File: src/rtl/exibe_sequencia.sv
// Sequence playback stage: reads RAM words 0..rodada in order, lights each one-hot word for
// T_ACESO cycles followed by a T_APAGADO dark gap, then pulses pronto for one cycle.
module exibe_sequencia #(
  parameter int unsigned T_INICIAL = 500,
  parameter int unsigned T_ACESO   = 1000,
  parameter int unsigned T_APAGADO = 500
) (
  input  logic       clock,
  input  logic       reset,
  input  logic       iniciar,
  input  logic [3:0] rodada,
  input  logic [3:0] dado,
  output logic [3:0] endereco,
  output logic [3:0] leds,
  output logic       ocupado,
  output logic       pronto,
  output logic       db_invalido,
  output logic [2:0] db_estado
);

  // One shared down-counter covers every timed phase, so it is sized for the longest one.
  localparam int unsigned TMax =
      (T_INICIAL > T_ACESO) ? ((T_INICIAL > T_APAGADO) ? T_INICIAL : T_APAGADO)
                            : ((T_ACESO > T_APAGADO) ? T_ACESO : T_APAGADO);
  localparam int unsigned CntW = $clog2(TMax) + 1;

  localparam logic [CntW-1:0] CntInicial = CntW'(T_INICIAL - 1);
  localparam logic [CntW-1:0] CntAceso   = CntW'(T_ACESO - 1);
  localparam logic [CntW-1:0] CntApagado = CntW'(T_APAGADO - 1);
  localparam logic [CntW-1:0] CntOne     = CntW'(1);

  typedef enum logic [2:0] {
    StIdle   = 3'd0,
    StEspera = 3'd1,
    StMostra = 3'd2,
    StApaga  = 3'd3,
    StFim    = 3'd4
  } estado_e;

  estado_e         state_q, state_d;
  logic [CntW-1:0] cnt_q, cnt_d;
  logic [3:0]      end_q, end_d;
  logic [3:0]      rod_q, rod_d;

  logic cnt_zero;
  logic dado_one_hot;

  assign cnt_zero     = (cnt_q == '0);
  // Exactly one bit set: non-zero and clearing the lowest set bit leaves nothing.
  assign dado_one_hot = (dado != 4'd0) && ((dado & (dado - 4'd1)) == 4'd0);

  // State, counter, address and latched round registers.
  always_ff @(posedge clock or posedge reset) begin
    if (reset) begin
      state_q <= StIdle;
      cnt_q   <= '0;
      end_q   <= 4'd0;
      rod_q   <= 4'd0;
    end else begin
      state_q <= state_d;
      cnt_q   <= cnt_d;
      end_q   <= end_d;
      rod_q   <= rod_d;
    end
  end

  // Next-state logic and Moore outputs; leds/db_invalido follow dado only while showing.
  always_comb begin
    state_d     = state_q;
    cnt_d       = cnt_q;
    end_d       = end_q;
    rod_d       = rod_q;
    leds        = 4'd0;
    ocupado     = 1'b0;
    pronto      = 1'b0;
    db_invalido = 1'b0;

    unique case (state_q)
      StIdle: begin
        if (iniciar) begin
          rod_d   = rodada;
          end_d   = 4'd0;
          cnt_d   = CntInicial;
          state_d = StEspera;
        end
      end

      StEspera: begin
        ocupado = 1'b1;
        if (cnt_zero) begin
          cnt_d   = CntAceso;
          state_d = StMostra;
        end else begin
          cnt_d = cnt_q - CntOne;
        end
      end

      StMostra: begin
        ocupado     = 1'b1;
        leds        = dado;
        db_invalido = ~dado_one_hot;
        if (cnt_zero) begin
          cnt_d   = CntApagado;
          state_d = StApaga;
        end else begin
          cnt_d = cnt_q - CntOne;
        end
      end

      StApaga: begin
        ocupado = 1'b1;
        if (cnt_zero) begin
          // Stopping on the latched last address means endereco never wraps.
          if (end_q == rod_q) begin
            state_d = StFim;
          end else begin
            end_d   = end_q + 4'd1;
            cnt_d   = CntAceso;
            state_d = StMostra;
          end
        end else begin
          cnt_d = cnt_q - CntOne;
        end
      end

      StFim: begin
        pronto  = 1'b1;
        state_d = StIdle;
      end

      default: begin
        state_d = StIdle;
      end
    endcase
  end

  assign endereco  = end_q;
  assign db_estado = state_q;

endmodule

File: config.mk
export PLATFORM = sky130hd
export DESIGN_NAME = exibe_sequencia
export DESIGN_NICKNAME = d
export VERILOG_FILES = /design/src/rtl/exibe_sequencia.sv
export SDC_FILE = /design/constraint.sdc
export NUM_CORES = 1
export LEC_CHECK = 0
export ABC_AREA = 1
export BUFFER_PORTS_ARGS = -buffer_cell sky130_fd_sc_hd__buf_2
export CORE_MARGIN = 4
export CORE_UTILIZATION = 30
export CTS_BUF_LIST = sky130_fd_sc_hd__clkbuf_16
export CTS_CLUSTER_SIZE = 8
export DETAILED_ROUTE_END_ITERATION = 8
export PLACE_DENSITY = 0.56
export RECOVER_POWER = 25
export SLEW_MARGIN = 0
export SYNTH_ARGS = -nofsm -noshare
export SYNTH_HDL_FRONTEND = slang
export SYNTH_SLANG_ARGS = --single-unit
File: constraint.sdc
create_clock -name clock -period 2.1 [get_ports clock]
set_clock_uncertainty 0.2 [all_clocks]
set_input_delay 0.42 -clock clock [delete_from_list [all_inputs] [get_ports clock]]
set_output_delay 0.42 -clock clock [all_outputs]
set_load 0.01 [all_outputs]
### After elaboration in Yosys (flattened, before gate mapping)

Index checks and enable logic that the tools add are counted.

* output and inout port bits: 14
* logic and storage cells: 52
* bits in registers: 22

* equality and inequality tests: 11
* bitwise logic cells: 2
* muxes and demuxes: 20
* reductions and logical operators: 12
* add/subtract/negate cells: 3

Operators by type and width (count)
* $mux 11: 5
* $pmux 11 s4: 1
* $mux 4: 4
* $mux 3: 5
* $pmux 3 s4: 1
* $logic_not 11->1: 1
* $sub 11x1->11 const B: 1
* $ne 2x2->1 const B: 5
* $pmux 4 s2: 1
* $reduce_and 4->1: 2
* $reduce_bool 4->1: 2
* $eq 3x2->1 const B: 2
* $add 4x1->4 const B: 1
* $and 4x4->4: 1
* $eq 4x4->1: 1
* $logic_not 4->1: 1
* $sub 4x1->4 const B: 1
* $eq 3x1->1 const B: 1
* $eq 3x3->1 const B: 1
* $logic_not 3->1: 1
* $mux 1: 3
* $ne 3x3->1 const B: 1
* $reduce_and 3->1: 1
* $reduce_or 3->1: 1
* other kinds (4): 4

### Logic depth before layout (Yosys ltp)

Gate-level depths: netlist of run 1.

* depth after elaboration: 6
* depth in mapped cells: 10
* gate-level depth less buffers: 10

### Least setup slack after synthesis of run 1

No wires, ideal clock.

* kind: register to register
* from: register cnt_q[0]
* to: register end_q[0] (netlist: endereco[0])
* setup slack: 225 ps
* data required time: 1783 ps
* arrival: 1558 ps
* stages on the path, launching flop included: 11
* path buffers: 1
* cell sequence: dfrtp_1 inv_1 ha_1 nand3_2 nor2_4 nand3_2 buf_6 a21boi_4 nand2_2 nand2_1 nand2_1

* longest elaborated chain between the ends: 3

Ends and longest elaborated chain
* from (decl): RTL line 41 `logic [CntW-1:0] cnt_q, cnt_d;`
* from (signal assigned): RTL line 61 `cnt_q <= cnt_d;`
* $logic_not 11->1: RTL line 48 `assign cnt_zero = (cnt_q == '0);`
* $ne 2x2->1 (no line)
* $reduce_and 4->1 (no line)
* to (signal assigned): RTL line 62 `end_q <= end_d;`
* to (decl): RTL line 42 `logic [3:0] end_q, end_d;`

Every way passes these cells.
A chain may end at the register's enable or synchronous reset.

### Final worst setup path of run 1

* from: register state_q[2] (netlist: db_estado[2])
* to: output port db_invalido

* longest elaborated chain between the ends: 2

Ends and longest elaborated chain
* from (decl): RTL line 40 `estado_e state_q, state_d;`
* from (signal assigned): RTL line 55 `state_q <= StIdle;`
* from (signal assigned): RTL line 60 `state_q <= state_d;`
* $eq 3x2->1: RTL line 78 `unique case (state_q)`
* $mux 1: RTL line 78
* to (decl): RTL line 17 `output logic db_invalido,`

Every way passes these cells.

==> results.py, run 1 <==
metrics = {
    "run_status": {
        "status": "finished clean",
    },
    "pwr": {
        "peakVddDrop_uv": 277,
        "switching_share_pct": 19.1,
        "leakagePower_nw": 0.933,
        "combinationalPowerShare_pct": 3.7,
        "seqPwrFrac_pct": 41.8,
        "power.internal_w": 0.000819,
        "power.switching_w": 0.000193,
        "p_per_area_nw_per_um2": 542,
        "p_clk_share_pct": 54.5,
    },
    "clock_network": {
        "cts_buffers": 3,
        "path_clk_slew_ns": 0.07,
        "cts_buffer_depth": 2,
        "root_buffer": "clkbuf_16",
        "htreeDepth": 1,
        "post-cts-setup-buffer-count": 0,
        "cts.sink_count": 22,
        "clk-insertion-delay-late_ns": 0.26,
        "cts_tree": "done",
    },
    "detailed_routing": {
        "routed_wl_um": 3530,
        "wl_per_cell_um": 11.2,
        "drc_errors": 0,
        "drtPass1Iterations": 4,
        "highest_layer": "met4",
        "first_iter_violations": 85,
        "wl_met1_um": 1770,
        "viasPerCell": 4.47,
        "route.met3.wl_um": 157,
        "drtAntennaViolNets": 0,
        "met2WireLength_um": 1530,
        "vias": 1403,
    },
    "sta": {
        "setup_viol": 0,
        "finalCritPeriodShare_pct": 93.5,
        "tightest_slew_ns": 0.571,
        "rsz0062_at_grt": "false",
        "fin_tns_setup_ns": 0,
        "slew_violations": 0,
        "fmax_mhz": 510,
        "hold_violations": 0,
        "min_period_ns": 1.96,
        "relSlewSlack_pct": 61.9,
    },
    "logic_synthesis": {
        "ys_seq_elements": 22,
        "synth_warnings": 0,
        "async_flop_share_pct": 100,
        "netlist.area_leader.share_pct": 36.5,
        "synth_ff_type": "dfrtp_1",
        "synth_area_um2": 1510,
        "yosysSeqAreaShare_pct": 36.5,
        "synth.area.top_cells": "dfrtp_1 (36%), nand2_1 (16%), nor2_1 (7.2%)",
        "synth.distinct_cells": 27,
        "synth_edf_count": 0,
        "yosysTopAreaCell": "dfrtp_1",
        "synth.avg_cell_area_um2": 7.08,
        "syn_inst": 213,
        "synth_fp_nets": 226,
    },
    "global_route": {
        "grt_use_total_pct": 12.0,
        "grt_start_max_net_pins": 23,
        "grt_first_pass_wirelength_um": 5890,
        "antenna_found_initial": 0,
        "grt-ovfl-total": 0,
        "grt_pass1_vias": 1230,
    },
    "floorplanning": {
        "rows": 25,
        "die_y_um": 78.9,
        "start_util_pct": 31.5,
        "core_um2": 4790,
        "die_w_um": 78.9,
        "pin_count": 25,
        "dieArea_um2": 6230,
    },
    "cells_and_area": {
        "finalNetCount": 261,
        "n_fill_cell": 509,
        "finalInstanceArea_um2": 1870,
        "drive_gt1_share_pct": 23.9,
        "syn2layout_area_growth_pct": 23.8,
        "diodes": 0,
    },
    "setup_path": {
        "critical_path_class": "flip-flop to output port",
        "crit_path_start_kind": "flip-flop",
        "worstPathRequired_ns": 1.48,
        "rr_worst_depth": 10,
        "cp-end-kind": "output port",
        "worstPathArrival_ns": 1.34,
        "path_max_fanout": 6,
    },
    "place": {
        "dp_hpwl_um": 2630,
        "gp_congestion": 0.778,
        "numPortBuffers": 24,
        "placed_cell_area_um2": 1740,
    },
    "hold_path": {
        "hold_depth": 3,
        "hp-class": "primary input to flip-flop",
    },
    "job": {
        "max_cap_violations": 0,
    },
}
==> stage by stage <==
step                      total power [W]  worst slack [ns]  hold slack [ns]  util [%]  instances
after global routing              0.00105            0.0101            0.213      39.0        314
after floorplan                  0.000449             0.225            0.209         -        213
final                             0.00101             0.138            0.200      39.0        314
after global placement           0.000469             0.163            0.274      36.4        309
after detailed placement         0.000469             0.116            0.276      36.4        309
after CTS                         0.00102            0.0661            0.203      38.8        314
==> routing by layer <==
layer  vias up  global-route usage [%]
li1        745                       -
met1       625                    17.0
met2        28                    17.3
met3         5                    2.15
met4         0                    6.36
met5         -                       0
==> worst max-delay path, stage by stage, from the launching register on <==
cell and delay, ns:
dfrtp_2 0.47, nor2_2 0.14, nand2_1 0.07, a311oi_1 0.23
buf_2 0.17
==> cell type report <==
type                            count  area [um^2]  share of cell area, %
Multi-Input combinational cell    158          830                   44.4
Sequential cell                    22          553                   29.6
Timing Repair Buffer               32          180                   9.65
Inverter                           31          116                   6.23
Tap cell                           67         83.8                   4.49
Clock buffer                        3         75.1                   4.02
Clock inverter                      1         30.0                   1.61
==> cells in the final DEF (no fill, tap or decap), types with 2 or more instances in the layout <==
cell type / n
nand3b_1: 3
o211ai_1: 2
clkbuf_16: 3
nor2_4: 2
nor3_1: 2
ha_1: 2
o2111ai_1: 2
dfrtp_2: 2
xor2_1: 4
nand3_1: 14
inv_2: 4
nor2_1: 28
buf_4: 6
nand2_1: 65
buf_2: 24
inv_1: 27
o21ai_2: 6
dfrtp_1: 20
nor2_2: 4
a21oi_1: 6
o21ai_1: 3
o21ai_0: 5
nand3_2: 2
==> final timing paths <==
kind,startpoint,endpoint,slack (ns)
max in group asynchronous,reset,db_estado[2],0.64
worst max-delay path,db_estado[2],db_invalido,0.14
worst min-delay path,rodada[3],rod_q[3],0.20
worst min register to register,cnt_q[7],cnt_q[7],0.33
min in group asynchronous,reset,rod_q[2],0.64
worst max register to register,cnt_q[0],cnt_q[4],0.14
==> power groups by stage <==
stage | registers, W | logic (W) | clock network, W
after floorplan | 0.000432 | 0.0000172 | 0
after global placement | 0.000432 | 0.0000376 | 0
after detailed placement | 0.000432 | 0.0000377 | 0
after CTS | 0.000424 | 0.0000392 | 0.000561
after global routing | 0.000423 | 0.0000437 | 0.000580
final | 0.000424 | 0.0000374 | 0.000551
==> Yosys cell counts, drive strengths merged, types with 2 or more instances <==
cell,n
o21ai,14
dfrtp,22
nand2,66
buf,2
nand3,17
inv,31
xor2,4
nor2,34
o2111ai,2
nor3,2
a21oi,6
o211ai,2
nand3b,3
ha,2
==> what timing repair did <==
| item | in CTS | in global routing |
|---|---|---|
| resized for setup | 0 | 4 |
| setup endpoints to repair | 0 | 16 |
| hold buffers | 1 | 0 |
| endpoints found under the hold margin | 13 | 0 |
==> state kept, by name, summed over array words and instances (netlist names) <==
signal,cells
endereco,4
cnt_q,11
db_estado,3
rod_q,4
==> cell families (layout without fill, tap and decap cells) <==
kind of cell,after synthesis,after routing,synth area share (%)
adders and majority gates,2,2,1.66
xor gates and xnor gates,5,5,2.90
AOI/OAI and AO/OA,28,28,13.9
buffers and inverters,33,67,9.20
and+or+nand+nor,123,123,35.8
DFF,22,22,36.5
Power figures use the tool's default switching activity.
==> run 2, diff against run 1 <==
--- a/config.mk
+++ b/config.mk
@@ -8,11 +8,11 @@
 export ABC_AREA = 1
 export BUFFER_PORTS_ARGS = -buffer_cell sky130_fd_sc_hd__buf_2
 export CORE_MARGIN = 4
-export CORE_UTILIZATION = 30
+export CORE_UTILIZATION = 52
 export CTS_BUF_LIST = sky130_fd_sc_hd__clkbuf_16
 export CTS_CLUSTER_SIZE = 8
 export DETAILED_ROUTE_END_ITERATION = 8
-export PLACE_DENSITY = 0.56
+export PLACE_DENSITY = 0.83
 export RECOVER_POWER = 25
 export SLEW_MARGIN = 0
 export SYNTH_ARGS = -nofsm -noshare
==> run 2 against run 1 <==
  * Sequential share of layout area is 1.3 points higher
  * Global-route usage is 6.7 points higher
  * Clock power is 26% lower
  * Power is 15% lower
  * Flip-flop and latch count stayed put
  * Cell count is 12% lower
  * Design area is 4.5% lower
  * Register-to-register slack better by 0.04 ns
  * Non-clock buffer count is 2 lower
  * First-iteration DRC count is 19% higher
  * Critical endpoint is now ocupado
==> results.py, run 2 (same netlist as run 1, synthesis figures left out) <==
metrics = {
    "run_status": {
        "status": "finished clean",
    },
    "cells_and_area": {
        "layout_common_cells": "nand2_1 (65), nor2_1 (28), inv_1 (26)",
        "syn2layout_area_growth_pct": 18.2,
        "diodes": 0,
        "finalNetCount": 259,
        "drive_gt1_share_pct": 23.3,
        "final_common_cell": "nand2_1",
        "n_fill_cell": 240,
        "regMostFlops": "cnt_q",
        "largest_register_ffs": 11,
    },
    "job": {
        "max_cap_violations": 0,
    },
    "detailed_routing": {
        "routed_wl_um": 3270,
        "wl_per_cell_um": 11.9,
        "drtAntennaViolNets": 0,
        "drtPass1Iterations": 4,
        "viasPerCell": 5.26,
        "vias": 1453,
        "drc_errors": 0,
        "first_iter_violations": 101,
    },
    "floorplanning": {
        "rows": 19,
        "core_um2": 2760,
        "pin_count": 25,
        "die_y_um": 61.9,
        "start_util_pct": 54.7,
        "dieArea_um2": 3830,
        "die_w_um": 61.9,
    },
    "setup_path": {
        "path_common_cell": "nor2_1",
        "critical_path_class": "flip-flop to output port",
        "worstPathArrival_ns": 1.37,
        "r2r_start": "cnt_q[0]",
        "critPathMaxStageDelay_ns": 0.46,
        "crit_path_start_kind": "flip-flop",
        "cp-startpoint": "db_estado[0]",
        "path_max_fanout": 7,
        "crit_slowest_cell": "dfrtp_1",
        "worstPathRequired_ns": 1.48,
        "crit_chain": "nor2_1 > nor2_1 > buf_2",
        "cp-end-kind": "output port",
        "worst-path-buf-inv": 1,
        "critPathTopFamily": "flip-flops",
    },
    "sta": {
        "fmax_mhz": 503,
        "relSlewSlack_pct": 20.6,
        "fin_tns_setup_ns": 0,
        "rsz0062_at_grt": "false",
        "finalCritPeriodShare_pct": 94.7,
        "slew_violations": 0,
        "min_period_ns": 1.99,
        "tightest_slew_ns": 1.19,
        "setup_viol": 0,
        "hold_violations": 0,
    },
    "clock_network": {
        "cts_buffers": 3,
        "cts_tree": "done",
        "path_clk_slew_ns": 0.06,
        "cts_buffer_depth": 2,
        "clk-insertion-delay-late_ns": 0.25,
        "htreeDepth": 1,
        "post-cts-setup-buffer-count": 0,
        "root_buffer": "clkbuf_16",
        "cts.sink_count": 22,
    },
    "pwr": {
        "p_per_area_nw_per_um2": 484,
        "leakagePower_nw": 0.908,
        "power_w": 0.000864,
        "peakVddDrop_uv": 484,
    },
    "place": {
        "numPortBuffers": 24,
        "dp_hpwl_um": 2440,
        "gp_congestion": 0.922,
    },
    "hold_path": {
        "hp-class": "primary input to flip-flop",
        "min_from": "rodada[3]",
    },
    "global_route": {
        "grt_use_total_pct": 18.7,
        "grt_start_max_net_pins": 23,
        "grt_pass1_vias": 1185,
        "antenna_found_initial": 0,
        "grt-ovfl-total": 0,
        "grt_first_pass_wirelength_um": 5400,
    },
}
[run 2: power by group]
group	switching [W]	leakage, nW	internal, W
combinational	0.0000210	0.614	0.0000146
sequential	0	0.255	0.000424
clock	0.000151	0.0385	0.000254
[run 2: cell type report]
class | instances | area, um^2 | share of cell area [%]
Clock buffer | 3 | 75.1 | 4.21
Clock inverter | 1 | 3.75 | 0.210
Inverter | 31 | 116 | 6.52
Multi-Input combinational cell | 158 | 837 | 46.9
Sequential cell | 22 | 552 | 30.9
Tap cell | 31 | 38.8 | 2.17
Timing Repair Buffer | 30 | 161 | 9.05
[run 2: what timing repair did]
action,4_1_cts,5_1_grt
hold buffers,0,0
endpoints found under the hold margin,0,0
setup endpoints to repair,0,18
resized for setup,0,6
[run 2: path summary, 6_finish.rpt]
kind	to	slack, ns	cells after the start
min	rod_q[3]	0.21	3
max reg2reg	cnt_q[2]	0.18	10
max in group asynchronous	db_estado[2]	0.57	3
max	ocupado	0.11	3
min in group asynchronous	cnt_q[9]	0.34	3
min reg2reg	cnt_q[1]	0.33	2
[run 2: per-layer routing]
metal,GRT usage [%],wire [um],up-vias,part of all wire (%)
met5,0,0,-,0
met4,5.15,57,0,1.7
met3,2.48,230,8,7.0
met2,26.6,1360,44,42
met1,29.4,1620,655,50
li1,-,-,746,-
[run 2: metrics by stage]
stage	cells	instance area (um^2)	setup slack (ns)	utilization (%)	hold WS (ns)
floorplan	213	1510	0.225	-	0.209
global placement	272	1690	0.208	61.3	0.275
detailed placement	272	1690	0.125	61.3	0.274
CTS	276	1770	0.0647	64.2	0.00441
global route	276	1780	0.00748	64.7	0.217
finish	276	1780	0.112	64.7	0.213
[run 2: worst register-to-register path, stage by stage, from the launching register on]
cell	delay [ns]
dfrtp_1	0.37
inv_2	0.08
ha_2	0.19
nand3_2	0.13
nor2_4	0.17
nand3_4	0.15
nor2_4	0.16
nor2_2	0.04
buf_4	0.18
nand2_1	0.09
o21ai_2	0.05
==> run 3, diff against run 2 <==
==> constraint.sdc (replaced) <==
create_clock -name clock -period 2.2 [get_ports clock]
set_clock_uncertainty 0.2 [all_clocks]
set_input_delay 0.44 -clock clock [delete_from_list [all_inputs] [get_ports clock]]
set_output_delay 0.44 -clock clock [all_outputs]
set_load 0.01 [all_outputs]
==> run 3 against run 2 <==
  * Largest cell class unchanged
  * Worst hold slack better by 0.019 ns
  * Setup slack better by 0.013 ns
  * Highest routed layer unchanged
  * Critical endpoint is now db_invalido
  * Sequential power is 4% lower
==> results.py, run 3 (same netlist as run 1, synthesis figures left out) <==
metrics = {
    "clock_network": {
        "cts.sink_count": 22,
        "clk-insertion-delay-late_ns": 0.26,
        "root_buffer": "clkbuf_16",
        "cts_buffers": 3,
        "path_clk_slew_ns": 0.06,
        "cts_tree": "done",
        "htreeDepth": 1,
        "post-cts-setup-buffer-count": 0,
        "cts_buffer_depth": 2,
    },
    "job": {
        "max_cap_violations": 0,
    },
    "setup_path": {
        "path_max_fanout": 6,
        "rr_worst_depth": 10,
        "r2r-end": "cnt_q[2]",
        "r2r_start": "cnt_q[0]",
        "rrSetupSlack_ns": 0.20,
        "critPathTopFamily": "flip-flops",
        "worstPathRequired_ns": 1.56,
        "worst-path-buf-inv": 1,
        "crit_slowest_cell": "dfrtp_2",
        "crit_path_start_kind": "flip-flop",
        "critical_path_class": "flip-flop to output port",
        "crit_chain": "nor2_1 > nand2_2 > a311oi_1 > buf_2",
        "critPathMaxStageDelay_ns": 0.47,
        "cp-end-kind": "output port",
        "worstPathArrival_ns": 1.44,
    },
    "floorplanning": {
        "pin_count": 25,
        "die_w_um": 61.9,
        "die_y_um": 61.9,
        "rows": 19,
        "core_um2": 2760,
        "start_util_pct": 54.7,
        "dieArea_um2": 3830,
    },
    "place": {
        "numPortBuffers": 24,
        "gp_congestion": 0.940,
        "placed_cell_area_um2": 1680,
        "dp_hpwl_um": 2420,
    },
    "hold_path": {
        "hp-class": "primary input to flip-flop",
        "holdPathEnd": "rod_q[0]",
        "min_from": "rodada[0]",
        "hold_depth": 3,
    },
    "pwr": {
        "peakVddDrop_uv": 422,
        "power.switching_w": 0.000166,
        "switching_share_pct": 20.1,
        "combinationalPowerShare_pct": 4.1,
        "seqPwrFrac_pct": 48.9,
        "leakagePower_nw": 0.901,
        "p_per_area_nw_per_um2": 469,
        "p_clk_share_pct": 47.0,
        "power.internal_w": 0.000661,
    },
    "sta": {
        "hold_violations": 0,
        "relSlewSlack_pct": 20.1,
        "rsz0062_at_grt": "false",
        "fin_tns_setup_ns": 0,
        "setup_viol": 0,
        "min_period_ns": 2.08,
        "tightest_slew_ns": 1.20,
        "finalCritPeriodShare_pct": 94.3,
        "slew_violations": 0,
        "fmax_mhz": 482,
    },
    "detailed_routing": {
        "first_iter_violations": 74,
        "drtPass1Iterations": 4,
        "viasPerCell": 5.11,
        "wl_per_cell_um": 11.7,
        "vias": 1404,
        "drtAntennaViolNets": 0,
        "drc_errors": 0,
        "routed_wl_um": 3230,
    },
    "cells_and_area": {
        "largest_register_ffs": 11,
        "regMostFlops": "cnt_q",
        "syn2layout_area_growth_pct": 16.7,
        "layout_common_cells": "nand2_1 (64), nor2_1 (29), inv_1 (27)",
        "drive_gt1_share_pct": 22.1,
        "finalNetCount": 258,
        "final_common_cell": "nand2_1",
        "finalInstanceArea_um2": 1760,
        "diodes": 0,
    },
    "run_status": {
        "status": "finished clean",
    },
    "global_route": {
        "grt_start_max_net_pins": 23,
        "grt-ovfl-total": 0,
        "grt_use_total_pct": 19.4,
        "grt_first_pass_wirelength_um": 5520,
        "antenna_found_initial": 0,
        "grt_pass1_vias": 1256,
    },
}
run 3: cell types whose count changed in the layout (fill, tap and decap cells not counted), sizes merged:
cell | previous run | this run
buf | 29 | 28
run 3: metrics by stage:
step | total power (W) | util [%] | std cells | setup WS [ns] | hold slack (ns)
final | 0.000827 | 63.9 | 275 | 0.125 | 0.232
after global routing | 0.000851 | 63.9 | 275 | 0.0138 | 0.236
after global placement | 0.000447 | 61.0 | 271 | 0.299 | 0.292
after floorplan | 0.000428 | - | 213 | 0.325 | 0.229
after detailed placement | 0.000447 | 61.0 | 271 | 0.222 | 0.293
after CTS | 0.000832 | 63.9 | 275 | 0.0510 | 0.0227
run 3: area by class of cell:
cell class                 instances  area (um^2)
fill                             234          996
multi-input combinational        158          822
sequential                        22          552
timing repair buffer              29          154
inverter                          31          116
clock buffer                       3         75.1
tap                               31         38.8
clock inverter                     1         3.75
run 3: power by group through the flow:
stage,clock network [W],registers (W),logic (W)
2_1_floorplan,0,0.000412,0.0000164
6_report,0.000389,0.000405,0.0000337
3_5_place_dp,0,0.000412,0.0000354
5_1_grt,0.000408,0.000404,0.0000383
4_1_cts,0.000392,0.000405,0.0000356
3_3_place_gp,0,0.000412,0.0000352
run 3: worst max path at each step:
stage / startpoint / end / cells after the start
6_report: db_estado[2] / db_invalido / 4
5_1_grt: db_estado[2] / db_invalido / 4
4_1_cts: db_estado[2] / db_invalido / 4
3_5_place_dp: cnt_q[0] / cnt_q[2] / 10
3_3_place_gp: cnt_q[0] / cnt_q[4] / 10
2_1_floorplan: cnt_q[0] / endereco[0] / 10
run 3: worst min-delay path, cell delays in order:
cell and delay, ns:
buf_2 0.07, nor2_1 0.03, a21oi_1 0.10
run 3: metal layers:
metal	global-route usage, %	vias up	routed length (um)
li1	-	743	-
met1	29.1	617	1620
met2	28.1	39	1380
met3	2.89	5	189
met4	6.97	0	44
met5	0	-	0
run 3: timing repair:
item,4_1_cts,5_1_grt
endpoints found under the setup margin,0,1
resized for setup,0,2
hold buffers,0,0
